File: config.mk
export PLATFORM = sky130hd
export DESIGN_NAME = forward_hazard_unit
export DESIGN_NICKNAME = d
export VERILOG_FILES = /design/src/rtl/forward_hazard_unit.sv
export SDC_FILE = /design/constraint.sdc
export NUM_CORES = 1
export LEC_CHECK = 0
export CAP_MARGIN = 20
export CORE_ASPECT_RATIO = 1.2
export CORE_MARGIN = 4
export CORE_UTILIZATION = 55
export DETAILED_ROUTE_END_ITERATION = 8
export DONT_BUFFER_PORTS = 1
export PLACE_DENSITY = 0.73
export SETUP_SLACK_MARGIN = 0.02
export SYNTH_ARGS = -nofsm -noshare
export SYNTH_HDL_FRONTEND = slang
export SYNTH_SLANG_ARGS = --single-unit
File: constraint.sdc
create_clock -name clk -period 5.2 [get_ports clk]
set_clock_uncertainty 0.15 [all_clocks]
set_input_delay 1.04 -clock clk [delete_from_list [all_inputs] [get_ports clk]]
set_output_delay 1.04 -clock clk [all_outputs]
set_load 0.05 [all_outputs]
File: src/rtl/forward_hazard_unit.sv
// rtl/forward_hazard_unit.sv - operand forwarding select and load-use stall control
module forward_hazard_unit #(
    parameter int AW       = 5,
    parameter int LOAD_LAT = 1,
    parameter int CNT_W    = 16
) (
    input  logic             clk,
    input  logic             rst,
    input  logic             id_valid,
    input  logic [AW-1:0]    id_rs,
    input  logic [AW-1:0]    id_rt,
    input  logic             ex_we,
    input  logic             ex_is_load,
    input  logic [AW-1:0]    ex_rd,
    input  logic             mem_we,
    input  logic [AW-1:0]    mem_rd,
    input  logic             wb_we,
    input  logic [AW-1:0]    wb_rd,
    input  logic             flush,
    output logic [1:0]       fwd_a,
    output logic [1:0]       fwd_b,
    output logic             stall,
    output logic [CNT_W-1:0] stall_cnt
);

    typedef enum logic {IDLE, HOLD} state_t;

    localparam logic [1:0] SEL_RF  = 2'b00;
    localparam logic [1:0] SEL_EX  = 2'b10;
    localparam logic [1:0] SEL_MEM = 2'b01;
    localparam logic [1:0] SEL_WB  = 2'b11;
    localparam logic [1:0] REM_INIT = 2'(LOAD_LAT - 1);

    state_t           state_q, state_d;
    logic [1:0]       rem_q, rem_d;
    logic [1:0]       fwd_a_q, fwd_a_d;
    logic [1:0]       fwd_b_q, fwd_b_d;
    logic [CNT_W-1:0] cnt_q, cnt_d;

    logic ex_a, ex_b, mem_a, mem_b, wb_a, wb_b;
    logic hazard, stall_raw;
    logic [1:0] sel_a, sel_b;

    assign ex_a  = ex_we  && (ex_rd  != '0) && (ex_rd  == id_rs);
    assign ex_b  = ex_we  && (ex_rd  != '0) && (ex_rd  == id_rt);
    assign mem_a = mem_we && (mem_rd != '0) && (mem_rd == id_rs);
    assign mem_b = mem_we && (mem_rd != '0) && (mem_rd == id_rt);
    assign wb_a  = wb_we  && (wb_rd  != '0) && (wb_rd  == id_rs);
    assign wb_b  = wb_we  && (wb_rd  != '0) && (wb_rd  == id_rt);

    assign hazard = id_valid && ex_is_load && (ex_a || ex_b);

    // A load still in EX is the youngest producer; older MEM/WB copies are stale,
    // so an EX load match yields the regfile select rather than falling through.
    always_comb begin
        sel_a = SEL_RF;
        if (ex_a)       sel_a = ex_is_load ? SEL_RF : SEL_EX;
        else if (mem_a) sel_a = SEL_MEM;
        else if (wb_a)  sel_a = SEL_WB;
    end

    always_comb begin
        sel_b = SEL_RF;
        if (ex_b)       sel_b = ex_is_load ? SEL_RF : SEL_EX;
        else if (mem_b) sel_b = SEL_MEM;
        else if (wb_b)  sel_b = SEL_WB;
    end

    assign stall_raw = (state_q == HOLD) || hazard;
    assign stall     = rst && !flush && stall_raw;

    always_comb begin
        state_d = state_q;
        rem_d   = rem_q;
        if (flush) begin
            state_d = IDLE;
            rem_d   = 2'd0;
        end else begin
            case (state_q)
                IDLE: begin
                    if (hazard && (LOAD_LAT > 1)) begin
                        state_d = HOLD;
                        rem_d   = REM_INIT;
                    end
                end
                HOLD: begin
                    if (rem_q <= 2'd1) begin
                        state_d = IDLE;
                        rem_d   = 2'd0;
                    end else begin
                        rem_d = rem_q - 2'd1;
                    end
                end
                default: begin
                    state_d = IDLE;
                    rem_d   = 2'd0;
                end
            endcase
        end
    end

    always_comb begin
        fwd_a_d = sel_a;
        fwd_b_d = sel_b;
        if (flush || stall) begin
            fwd_a_d = SEL_RF;
            fwd_b_d = SEL_RF;
        end
    end

    always_comb begin
        cnt_d = cnt_q;
        if (stall && (cnt_q != '1)) cnt_d = cnt_q + 1'b1;
    end

    always_ff @(posedge clk or negedge rst) begin
        if (!rst) begin
            state_q <= IDLE;
            rem_q   <= 2'd0;
            fwd_a_q <= SEL_RF;
            fwd_b_q <= SEL_RF;
            cnt_q   <= '0;
        end else begin
            state_q <= state_d;
            rem_q   <= rem_d;
            fwd_a_q <= fwd_a_d;
            fwd_b_q <= fwd_b_d;
            cnt_q   <= cnt_d;
        end
    end

    assign fwd_a     = fwd_a_q;
    assign fwd_b     = fwd_b_q;
    assign stall_cnt = cnt_q;

endmodule
Word level (Yosys, flattened, before mapping):

Cells that the tools add are included.

* $add $sub $neg: 2
* order comparisons: 1
* equality and inequality tests: 7
* multiplexer cells: 15
* reduce and logical (&&, ||, !) cells: 22

Operator list (number)
* $eq A5 B5 Y1: 6
* $mux W2: 12
* $add A16 B1 Y16 const B: 1
* $ne A16 B16 Y1 const B: 1
* $reduce_bool A5 Y1: 3
* $logic_and A1 B1 Y1: 14
* $logic_or A1 B1 Y1: 3
* $mux W1: 3
* $le A2 B1 Y1 const B: 1
* $reduce_bool A2 Y1: 1
* $sub A2 B1 Y2 const B: 1
* $logic_not A1 Y1: 1

* register bits: 23
* output and inout bits: 21
* word-level logic and storage cells: 52

Logic depth before layout (Yosys ltp):

* word-level depth: 9
* gate-level depth with buffers: 7
* mapped depth without buffers: 7

Worst setup path after synthesis:

OpenSTA, ideal clock, no wires.

* path kind: input to output
* from: input id_rs[1]
* to: output stall
* arrival: 2.134 ns
* required time: 4.010 ns
* setup slack: 1.876 ns
* stages: 5
* cells stage by stage: xor2_1 > nor3_2 > nand3_2 > a211o_4 > nand2_2

* cells in the longest elaborated chain, start to end: 6

Ends and longest elaborated chain
* start: declaration: line 10 `input logic [AW-1:0] id_rs,`
* $eq A5 B5 Y1: line 44 `assign ex_a = ex_we && (ex_rd != '0) && (ex_rd == id_rs);`
* $logic_and A1 B1 Y1: line 44
* $logic_or A1 B1 Y1: line 51 `assign hazard = id_valid && ex_is_load && (ex_a || ex_b);`
* $logic_and A1 B1 Y1: line 51
* $logic_or A1 B1 Y1: line 69 `assign stall_raw = (state_q == HOLD) || hazard;`
* $logic_and A1 B1 Y1: line 70 `assign stall = rst && !flush && stall_raw;`
* end: declaration: line 22 `output logic stall,`

No other way between the ends.

Final worst setup path:

* from: input ex_rd[1]
* to: output stall

* cells in the longest elaborated chain, start to end: 7
* elaborated cells between the ends (all ways): 10

Ends and longest elaborated chain
* start: declaration: line 14 `input logic [AW-1:0] ex_rd,`
* $reduce_bool A5 Y1: line 44, 45
* $logic_and A1 B1 Y1: line 44, 45
* $logic_and A1 B1 Y1 (on tied branches): line 44, 45
* $logic_or A1 B1 Y1 *: line 51
* $logic_and A1 B1 Y1 *: line 51
* $logic_or A1 B1 Y1 *: line 69
* $logic_and A1 B1 Y1 *: line 70

Mark *: on every way between the ends. The rest lies on a longest branch, timed or not.

==> key figures <==
Layout
  • Final nets: 194
  • Non-Filler Instances: 193
  • N_diodes: 0
  • Fillcell total: 240
  • P&R area growth vs syn: 3.478%
  • Layout cells sized above 1: 14.47%
  • Final Util: 58.80%

Clock tree
  • Setup Buffers After CTS: 0
  • Post-CTS sizing: 0
  • CTS sink count: 23
  • Clock transition at path regs: 0.12 ns
  • CTS Buf Count: 3
  • CTS tree: built
  • CTS Hold Bufs: 0
  • Clock H-tree levels: 1
  • Clock Root Buffer: clkbuf_4
  • Clk buf depth: 2
  • Clk Latency, worst-skew pair: 0.31 ns

Timing
  • RSZ-0062 raised after global routing: false
  • Final Setup Violations: 0
  • Total Neg Setup Slack: 0 ns
  • Worst-margin pin slew: 0.6614 ns
  • Tcrit/Tclk final: 67.70%
  • Slew HR: 55.80%
  • Slew Viols, Final: 0
  • Achievable Freq: 0.2841 GHz
  • Final worst path period need: 3.520 ns
  • Final Hold Viols: 0

Critical path
  • CP Capture Type: primary output
  • Max stage delay on crit path: 0.53 ns
  • Critical Setup Path Class: in2out
  • Slowest-stage cell, CP: or4_4
  • Crit path DAT: 2.33 ns
  • CP required: 4.01 ns
  • Worst-path maximum fanout: 14
  • Startpoint types: input port
  • CP cell instances: or4_4, o21ai_4, a211o_4, nand2_2

Flow run
  • Max Cap Viol: 0

GRT
  • Vias in the first global route: 1286
  • Remaining global-route overflow: 0
  • Total GRT Usage: 19.35%
  • First-pass GRT wire length: 5733 um
  • Largest net degree at the start of global routing: 25
  • Initial antenna violation count: 0

Placed design
  • Hpwl dp: 2887 um
  • Port buffer count: 0
  • Routability cong.: 0.7729
  • # placed instances: 189

Detailed routing
  • Routed Antenna Nets: 0
  • Vias: 1192
  • Routed WL per cell: 18.13 um
  • Final WL: 3500 um
  • DRC: 0
  • DRT Pass-1 Iters: 3
  • Vias/cell: 6.176
  • DRC marker count from the first detailed-route iteration: 45

Synth
  • Gate Count Post-Synth: 157
  • Area share of the largest cell type after synthesis: 36.36%
  • Area leader, netlist: dfrtp_1
  • Synth Cell Area: 0.001583 sq mm
  • Register bit total from synthesis: 23
  • Syn Area/Cell: 10.08 sq um
  • Seq/Total Area, Yosys: 36.36%
  • Distinct cells, synth: 37
  • Synth area leaders: dfrtp_1, xor2_1, xnor2_1
  • Yosys Warn Count: 0
  • Syn_nets: 191

Pwr
  • Comb pwr share: 10.0%
  • Pwr dens: 183.1 mW/mm^2
  • Sequential share of power: 63.2%
  • Peak supply drop: 0.00008863 V
  • Clock network power share: 26.7%
  • Net Sw Frac: 24.14%
  • P_leak: 0.6513 nW
  • Switching power: 0.07236 mW
  • Internal power: 0.2274 mW

Floorplanning
  • Initial Util: 56.83%
  • Row count: 21
  • Chip width: 56.97 um
  • Die area: 0.003804 sq mm
  • Die height: 66.77 um
  • Io pins: 54
  • Core Area: 0.002785 sq mm

Run status
  • Status: completed

Min path
  • Hold Crit Class: in2async
==> worst max-delay path: cells and delay by family <==
family / cells / cell delay [ns]
AOI/OAI and AO/OA: 2 / 0.48
and+or+nand+nor: 2 / 0.80
==> flip-flops by register name, summed over array words and instances, names as in the netlist <==
signal     count
stall_cnt     16
fwd_a          2
fwd_b          2
rem_q          2
state_q        1
==> kinds of logic after synthesis <==
family                     after synthesis  share of synthesized area [%]
and+or+nand+nor                         57                          19.69
xor gates and xnor gates                40                          22.13
AOI/OAI and AO/OA                       26                          15.81
DFF                                     23                          36.36
buffers and inverters                    5                          1.660
muxes                                    5                          3.557
adders and majority gates                1                         0.7904
==> worst paths after layout <==
path	from	cells after the start	slack, ns	endpoint
setup reg to reg	stall_cnt[0]	7	2.76	stall_cnt[15]
setup / recovery	ex_rd[1]	4	1.68	stall
hold reg to reg	rem_q[1]	2	0.40	rem_q[0]
min in group clk	rem_q[1]	2	0.40	rem_q[0]
hold / removal	rst	0	0.26	stall_cnt[3]
max in group asynchronous	rst	0	4.57	fwd_b[1]
==> power groups by stage <==
stage          sequential, mW  combinational (mW)  clock (mW)
6_report                0.190              0.0301      0.0801
5_1_grt                 0.190              0.0339      0.0915
4_1_cts                 0.190              0.0303      0.0838
3_5_place_dp            0.193              0.0302           0
3_3_place_gp            0.193              0.0289           0
2_1_floorplan           0.193              0.0267           0
==> metrics by stage <==
stage	instance area, sq um	hold WS (ns)	setup slack [ns]	power, mW
CTS	1638	0.2467	1.695	0.3037
detailed placement	1610	0.3782	1.696	0.2233
global placement	1610	0.3590	1.737	0.2219
global route	1638	0.2222	1.557	0.3156
finish	1638	0.2553	1.680	0.2998
floorplan	1583	0.3368	1.876	0.2192
==> per-layer routing <==
layer | up-vias | wire (um) | track usage (%)
li1 | 560 | - | -
met4 | 0 | 79 | 6.957
met2 | 57 | 1886 | 37.29
met3 | 10 | 340 | 7.364
met1 | 565 | 1194 | 18.29
met5 | - | 0 | 0
==> layout by cell type, fill, tap and decap left out, types with 2 or more instances in the layout <==
cell type	Yosys	layout
dfrtp_1	23	23
xor2_1	22	22
xnor2_1	18	18
nand2_1	13	13
nand3_1	10	10
a211oi_2	7	7
nor3_1	6	6
nor2_1	6	6
or4_1	5	5
mux2_2	5	5
a21oi_1	5	5
o21ai_0	4	4
nor2b_1	3	3
inv_1	3	3
clkbuf_4	0	3
a2111oi_0	2	2
nand2b_1	2	2
nand4_1	2	2
and3_1	2	2
==> layout make-up <==
type | instances | area (sq um) | share of cell area [%]
well taps | 34 | 42.54 | 2.597
clock inverters | 1 | 5.005 | 0.3056
flip-flops and latches | 23 | 575.6 | 35.14
inverters | 3 | 11.26 | 0.6875
multi-input cells | 129 | 980.9 | 59.89
clock buffers | 3 | 22.52 | 1.375
==> synthesized netlist by cell type <==
cell and instances:
o32a_1 1, o22a_1 1, o21ai_1 1, o21ai_4 1, nor2_1 6, nand2b_1 2, or4_1 5, a2111oi_4 1
nand3_2 1, a21oi_1 5, a211o_4 1, nand3_1 10, and3_1 2, dfrtp_1 23, a2111oi_0 2, a21boi_0 1
or4_4 1, nand2_2 1, buf_6 1, xor2_1 22, and3b_1 1, nor3b_1 1, a211oi_2 7, mux2_2 5
inv_1 3, nor4_1 1, nor2b_1 3, and2_1 1, a211oi_1 1, nor3_1 6, clkbuf_1 1, nor3_2 1
ha_1 1, nand4_1 2, xnor2_1 18, nand2_1 13, o21ai_0 4
No activity file was read; power rests on OpenSTA's default activity.
